[src/rtl/sdram_arbiter.sv]
`default_nettype none
// ============================================================================
//  Module   : sdram_arbiter
//  Purpose  : Two-port arbiter in front of a single sdram controller command
//             interface. Grants one request at a time, holds the command
//             until the controller accepts it, and routes read data back to
//             the port that issued the read. A read that gets no data within
//             RD_TIMEOUT cycles sets a sticky timeout_err.
//  Options  : SDRAM_ARB_FIXED_PRIO_EN - port 0 always wins a tie
//             (default: round-robin)
//  Revision : 1.0 - initial release
// ============================================================================
module sdram_arbiter #(
    parameter int ADDR_W     = 25,
    parameter int DATA_W     = 32,
    parameter int RD_TIMEOUT = 1023
) (
    input  logic              clk,
    input  logic              rst,
    input  logic [ADDR_W-1:0] m0_addr,
    input  logic              m0_rw,
    input  logic [DATA_W-1:0] m0_wdata,
    input  logic              m0_valid,
    output logic              m0_ready,
    output logic [DATA_W-1:0] m0_rdata,
    output logic              m0_rvalid,
    input  logic [ADDR_W-1:0] m1_addr,
    input  logic              m1_rw,
    input  logic [DATA_W-1:0] m1_wdata,
    input  logic              m1_valid,
    output logic              m1_ready,
    output logic [DATA_W-1:0] m1_rdata,
    output logic              m1_rvalid,
    output logic [ADDR_W-1:0] addr,
    output logic              rw,
    output logic [DATA_W-1:0] data_in,
    output logic              in_valid,
    input  logic              busy,
    input  logic [DATA_W-1:0] data_out,
    input  logic              out_valid,
    output logic              timeout_err
);

    typedef enum logic [1:0] {
        IDLE    = 2'd0,
        ISSUE   = 2'd1,
        RD_WAIT = 2'd2
    } state_t;

    // Last RD_WAIT cycle in which returned data is still accepted.
    localparam logic [15:0] TMO_LAST = 16'(RD_TIMEOUT - 1);

    state_t      state;
    state_t      state_next;
    logic        owner;      // port that issued the outstanding command
    logic [15:0] tmo_cnt;    // RD_WAIT cycles elapsed so far
    logic        winner;     // port selected if a grant happens this cycle
    logic        grant;
    logic        accept;
    logic        rd_done;
    logic        rd_tmo;

`ifndef SDRAM_ARB_FIXED_PRIO_EN
    logic        last_grant;

    // Remember the most recently granted port; reset to 1 so port 0 wins the first tie.
    always_ff @(posedge clk) begin
        if (!rst) begin
            last_grant <= 1'b1;
        end else if (grant) begin
            last_grant <= winner;
        end
    end
`endif

    // Pick the winning port from the currently pending requests.
    always_comb begin
`ifdef SDRAM_ARB_FIXED_PRIO_EN
        winner = !m0_valid;
`else
        if (m0_valid && m1_valid) begin
            winner = !last_grant;
        end else begin
            winner = m1_valid;
        end
`endif
    end

    // State register.
    always_ff @(posedge clk) begin
        if (!rst) begin
            state <= IDLE;
        end else begin
            state <= state_next;
        end
    end

    // Next-state logic and one-cycle event strobes for the datapath.
    always_comb begin
        state_next = state;
        grant      = 1'b0;
        accept     = 1'b0;
        rd_done    = 1'b0;
        rd_tmo     = 1'b0;
        case (state)
            IDLE: begin
                if (m0_valid || m1_valid) begin
                    grant      = 1'b1;
                    state_next = ISSUE;
                end
            end
            ISSUE: begin
                if (!busy) begin
                    accept     = 1'b1;
                    state_next = rw ? IDLE : RD_WAIT;
                end
            end
            RD_WAIT: begin
                if (out_valid) begin
                    rd_done    = 1'b1;
                    state_next = IDLE;
                end else if (tmo_cnt == TMO_LAST) begin
                    rd_tmo     = 1'b1;
                    state_next = IDLE;
                end
            end
            default: state_next = IDLE;
        endcase
    end

    // Command, handshake and read-return registers.
    always_ff @(posedge clk) begin
        if (!rst) begin
            addr        <= '0;
            rw          <= 1'b0;
            data_in     <= '0;
            in_valid    <= 1'b0;
            owner       <= 1'b0;
            tmo_cnt     <= '0;
            m0_ready    <= 1'b0;
            m1_ready    <= 1'b0;
            m0_rvalid   <= 1'b0;
            m1_rvalid   <= 1'b0;
            m0_rdata    <= '0;
            m1_rdata    <= '0;
            timeout_err <= 1'b0;
        end else begin
            m0_ready  <= 1'b0;
            m1_ready  <= 1'b0;
            m0_rvalid <= 1'b0;
            m1_rvalid <= 1'b0;
            if (grant) begin
                addr     <= winner ? m1_addr  : m0_addr;
                rw       <= winner ? m1_rw    : m0_rw;
                data_in  <= winner ? m1_wdata : m0_wdata;
                in_valid <= 1'b1;
                owner    <= winner;
                m0_ready <= !winner;
                m1_ready <= winner;
            end
            if (accept) begin
                in_valid <= 1'b0;
                tmo_cnt  <= '0;
            end
            if (state == RD_WAIT && !rd_done && !rd_tmo) begin
                tmo_cnt <= tmo_cnt + 16'd1;
            end
            if (rd_done) begin
                if (owner) begin
                    m1_rdata  <= data_out;
                    m1_rvalid <= 1'b1;
                end else begin
                    m0_rdata  <= data_out;
                    m0_rvalid <= 1'b1;
                end
            end
            if (rd_tmo) begin
                timeout_err <= 1'b1;
            end
        end
    end

endmodule
`default_nettype wire

[config.mk]
export PLATFORM = sky130hd
export DESIGN_NAME = sdram_arbiter
export DESIGN_NICKNAME = d
export VERILOG_FILES = /design/src/rtl/sdram_arbiter.sv
export SDC_FILE = /design/constraint.sdc
export NUM_CORES = 1
export LEC_CHECK = 0
export CAP_MARGIN = 5
export CORE_MARGIN = 10
export CORE_UTILIZATION = 30
export CTS_CLUSTER_SIZE = 24
export DETAILED_ROUTE_END_ITERATION = 10
export DONT_BUFFER_PORTS = 1
export REMOVE_ABC_BUFFERS = 1
export SKIP_CTS_REPAIR_TIMING = 1
export SYNTH_ARGS = -nofsm -noshare
export SYNTH_HDL_FRONTEND = slang
export SYNTH_SLANG_ARGS = --single-unit
[constraint.sdc]
create_clock -name clk -period 2.1 [get_ports clk]
set_input_delay 0.42 -clock clk [delete_from_list [all_inputs] [get_ports clk]]
set_output_delay 0.42 -clock clk [all_outputs]
set_load 0.05 [all_outputs]
# Yosys cells after proc, flatten, opt, wreduce, memory -nomap -nowiden
# Cells that the tools add are included.
# Widths: inputs -> output; s select.
totals:
  ff_bits: 148
  in_bits: 154
  out_inout_bits: 128
  wordCells: 63
op_classes:
  n_addsub: 1
  reduce_logical: 16
  mux: 23
  eq_ne: 6
  bitwise: 2
ops:
  columns: ["operator", "n"]
  rows:
  - ["$mux 16", 2]
  - ["$mux 32", 1]
  - ["$mux 25", 1]
  - ["$add 16x1->16 const B", 1]
  - ["$eq 16x10->1 const B", 1]
  - ["$mux 1", 13]
  - ["$mux 2", 5]
  - ["$reduce_and 2->1", 4]
  - ["$pmux 2 s3", 1]
  - ["$logic_not 1->1", 4]
  - ["$ne 2x2->1 const B", 2]
  - ["$logic_and 1x1->1", 3]
  - ["$ne 3x3->1 const B", 1]
  - ["$reduce_and 3->1", 1]
  - ["$eq 2x1->1 const B", 1]
  - ["$eq 2x2->1 const B", 1]
  - ["$logic_not 2->1", 1]
  - ["$not 1->1", 2]
  - ["$reduce_bool 2->1", 1]
  - ["$reduce_or 2->1", 1]
  - ["$logic_or 1x1->1", 1]

# Depth between registers and ports, before layout
logic_depth:
  depth_word: 7
  mapped_depth: 8

# Least setup slack after synthesis
# Ideal clock, no wire load.
synth_timing:
  path_kind: "in2reg"
  start: "input port out_valid"
  end: "register tmo_cnt[13]"
  setup_slack_ps: 476
  required_time_ps: 2037
  path_stages: 5
  path_buffers: 0
  arrival_time_ps: 1561
  cell_sequence: "or3b_4 -> nor4_4 -> nand3_1 -> mux2_4 -> nor2_2"
synth_between:
  elab_chain_cells: 6
synth_lines:
  columns: ["item", "line_no", "text"]
  rows:
  - ["start, declared", "40", "input logic out_valid,"]
  - ["$mux 1", "119", "if (out_valid) begin"]
  - ["$mux 1", "105", "case (state)"]
  - ["$logic_not 1->1", "165", "if (state == RD_WAIT && !rd_done && !rd_tmo) begin"]
  - ["$logic_and 1x1->1", "165", null]
  - ["$logic_and 1x1->1 (*)", "165", null]
  - ["$mux 16 / $reduce_bool 2->1 (equally long branches)", null, null]
  - ["end signal, assigned", "166", "tmo_cnt <= tmo_cnt + 16'd1;"]
  - ["end, declared", "56", "logic [15:0] tmo_cnt;"]
# Mark *: on every way between the ends. The rest lies on a longest branch, timed or not.
# A chain may end at the register's enable or synchronous reset.

# Worst setup path after layout
layout_timing:
  start: "register tmo_cnt[0]"
  end: "register tmo_cnt[2]"
layout_between:
  elab_chain_cells: 7
layout_lines:
  columns: ["item", "line_no", "text"]
  rows:
  - ["$eq 16x10->1", "122", "end else if (tmo_cnt == TMO_LAST) begin"]
  - ["$mux 1", "122", null]
  - ["$mux 1", "119", null]
  - ["$mux 1", "105", null]
  - ["$logic_not 1->1", "165", null]
  - ["$logic_and 1x1->1", "165", null]
  - ["$mux 16 / $reduce_bool 2->1 (equally long branches)", null, null]
# Parallel ways exist; a longest one is shown, timed or not.

==> impl_metrics.py <==
metrics = {
    "timing": {
        "slew_headroom": 0.619,
        "rsz0062_at_grt": "false",
        "tightest_slew_ns": 0.571,
        "max_freq_mhz": 551,
        "maxSlewViolCount": 0,
        "setup_tns_ns": 0,
        "clock_skew_ns": 0.00814,
        "final_hold_viol_count": 0,
        "setup_viol": 0,
        "finalCriticalPeriod_ns": 1.82,
        "period_share": 0.864,
    },
    "setup_path": {
        "slowest_stage": "dfxtp_1",
        "r2r_cells": 8,
        "crit_buf_inv": 2,
        "crit_path_end_kind": "flop",
        "rr_endpoint": "tmo_cnt[2]$_SDFFE_PN0P_",
        "crit_fanout": 9,
        "r2r-start": "tmo_cnt[0]$_SDFFE_PN0P_",
        "cp.required_ns": 2.41,
        "slowest_delay_ns": 0.32,
        "cp_cell_sequence": "inv_1 -> ha_1 -> nor4b_2 -> nand4_1 -> nand2_1 -> buf_4 -> a21oi_1 -> a41o_1",
        "arrival_ns": 2.12,
        "r2r_slack_ns": 0.28,
        "crit_path_start_kind": "flop",
        "cpLargestDelayFamily": "simple AND/OR/NAND/NOR gates",
        "setup.worst_path.class": "flop to flop",
    },
    "logic_synthesis": {
        "synth_most_common_cell": "nand2_1",
        "synth_common_cells": "nand2_1, dfxtp_1, nor2_1",
        "muxShareOfSynthArea": 0.0999,
        "synth_cell_types": 51,
        "synth.avg_cell_area_um2": 8.91,
        "netlist_area_um2": 6060,
        "ys.flop_type": "dfxtp_1",
        "synth_top_family_by_area": "simple AND/OR/NAND/NOR gates",
        "synth_xor_area_frac": 0.00578,
        "synth_edf_count": 0,
        "ys_seq_area_frac": 0.489,
        "yosys_warnings": 0,
        "synthDominantCellAreaShare": 0.489,
        "synth_fa_ha_area_frac": 0.00413,
        "synth-seq-cells": 148,
        "synth.largest_area_cell": "dfxtp_1",
        "synth-simple-area-share": 0.188,
        "synth_compound_area_frac": 0.176,
        "synthCells": 680,
        "ys_top_cells_by_area": "dfxtp_1, mux2i_1, nand2_1, a211oi_1, a21boi_1",
        "synthArstFlopShare": 0,
    },
    "placement": {
        "place_area_um2": 6330,
        "globalplace.congestion": 0.794,
        "dp_cells": 907,
        "dpl.hpwl_mm": 13.4,
        "port_buffers": 0,
    },
    "pwr": {
        "p_leak_uw": 0.00248,
        "vdd.ir_drop.worst_uv": 479,
        "power_density_nw_per_um2": 1040,
    },
    "routing": {
        "drt_iter0_markers": 251,
        "vias_per_cell": 5.02,
        "wl_per_cell_um": 18.9,
        "drc": 0,
        "drtAntennaViolNets": 0,
        "dr.pass1.iters": 5,
        "totalWireLength_mm": 17.7,
        "vias": 4710,
    },
    "layout": {
        "num-nets-final": 817,
        "drive_gt1_frac": 0.0846,
        "final_util": 0.352,
        "area_delta_synth_final_pct": 14.3,
        "fin_area_um2": 6930,
        "fillers": 2056,
        "diodes": 0,
        "fin_cells": 939,
    },
    "hold_path": {
        "hold_path_class": "primary input to flop",
        "hp-start": "rst",
        "holdPathStages": 1,
        "hold_path_end": "last_grant$_SDFFE_PN1P_",
    },
    "global_route": {
        "grt_max_degree": 73,
        "grt_pass1_wl_mm": 27.5,
        "grt_antenna_before_repair": 0,
        "grt.overflow.total": 0,
        "grt.total_usage": 0.131,
        "grt_pass1_vias": 4802,
    },
    "die": {
        "die_area_um2": 26300,
        "row_count": 51,
        "ios": 282,
        "fp.dieH_um": 162,
        "initial_core_util": 0.308,
        "die_w_um": 162,
        "core_um2": 19700,
    },
    "cts": {
        "cts_buffers": 17,
        "cts_tree": "done",
        "cts.sinks": 148,
        "htreeDepth": 4,
        "clkTransAtPathRegs_ns": 0.06,
        "root_buffer": "clkbuf_16",
        "insertion_delay_ns": 0.42,
        "cts_buffer_depth": 2,
    },
    "flow_run": {
        "cap_violations": 0,
    },
    "run_status": {
        "status": "completed",
    },
}
power by group:
part           internal (uW)  switching, uW
logic                    237            299
registers               2970            661
clock network           1780           1270
total                   4980           2230
registers in the layout (all words and copies together), names as in the netlist, 2 cells and up:
register and count:
tmo_cnt 16, state 2, m1_rdata 32, data_in 32, addr 25, m0_rdata 32
metal layers:
metal	GRT usage	wire, um
met5	0	0
met4	0.0397	175
met3	0.0844	2630
met2	0.206	7970
met1	0.141	6940
worst register-to-register path, delay by kind of cell (launching register included):
family	cells	cell delay, ns
AOI/OAI and AO/OA	2	0.24
and+or+nand+nor	3	0.70
buffers and inverters	2	0.29
DFF	1	0.32
adders and majority gates	1	0.15
worst max path at each step:
stage                                       start                      end  cells after the start
after global routing      tmo_cnt[0]$_SDFFE_PN0P_  tmo_cnt[2]$_SDFFE_PN0P_                      8
after global placement    tmo_cnt[0]$_SDFFE_PN0P_  tmo_cnt[2]$_SDFFE_PN0P_                      8
final                     tmo_cnt[0]$_SDFFE_PN0P_  tmo_cnt[2]$_SDFFE_PN0P_                      8
after floorplan                          m1_valid    addr[24]$_SDFFE_PN0P_                      4
after CTS                 tmo_cnt[0]$_SDFFE_PN0P_  tmo_cnt[2]$_SDFFE_PN0P_                      8
after detailed placement  tmo_cnt[0]$_SDFFE_PN0P_  tmo_cnt[2]$_SDFFE_PN0P_                      8
final cells by class:
class                      instances  area [um^2]  area share
multi-input combinational        476         2890       0.418
clock buffer                      17          425      0.0614
sequential                       148         2960       0.428
timing repair buffer              14          130      0.0188
tap                              265          332      0.0479
inverter                           4         15.0     0.00217
clock inverter                    15          169      0.0244
logic make-up after synthesis:
group / count (synthesis)
AOI/OAI and AO/OA: 147
xor gates and xnor gates: 4
adders and majority gates: 2
buffers and inverters: 56
DFF: 148
muxes: 60
and+or+nand+nor: 263
cells in the final DEF (no fill, tap or decap), types with 3 or more instances in the layout:
master and instances:
and3_1 5, and2_1 5, a21boi_0 3, nor2_1 66, nand2_1 149, o211a_1 3
dfxtp_1 148, inv_6 4, a21boi_1 44, inv_1 3, mux2i_1 59, clkbuf_16 17
a211oi_1 55, o2111ai_1 3, nand4_1 7, buf_4 12, nand3b_1 3, nand3_1 11
clkinvlp_4 5, o41ai_1 3, a21oi_1 20, o31ai_1 3
metrics by stage:
step	hold WS (ns)	power (uW)	worst slack, ns
4_1_cts	0.0681	7340	0.296
6_report	0.116	7220	0.285
5_1_grt	0.0806	7510	0.156
2_1_floorplan	0.433	4100	-3.17
3_5_place_dp	0.489	4250	0.313
3_3_place_gp	0.476	4240	0.360
Power figures use the tool's default switching activity.
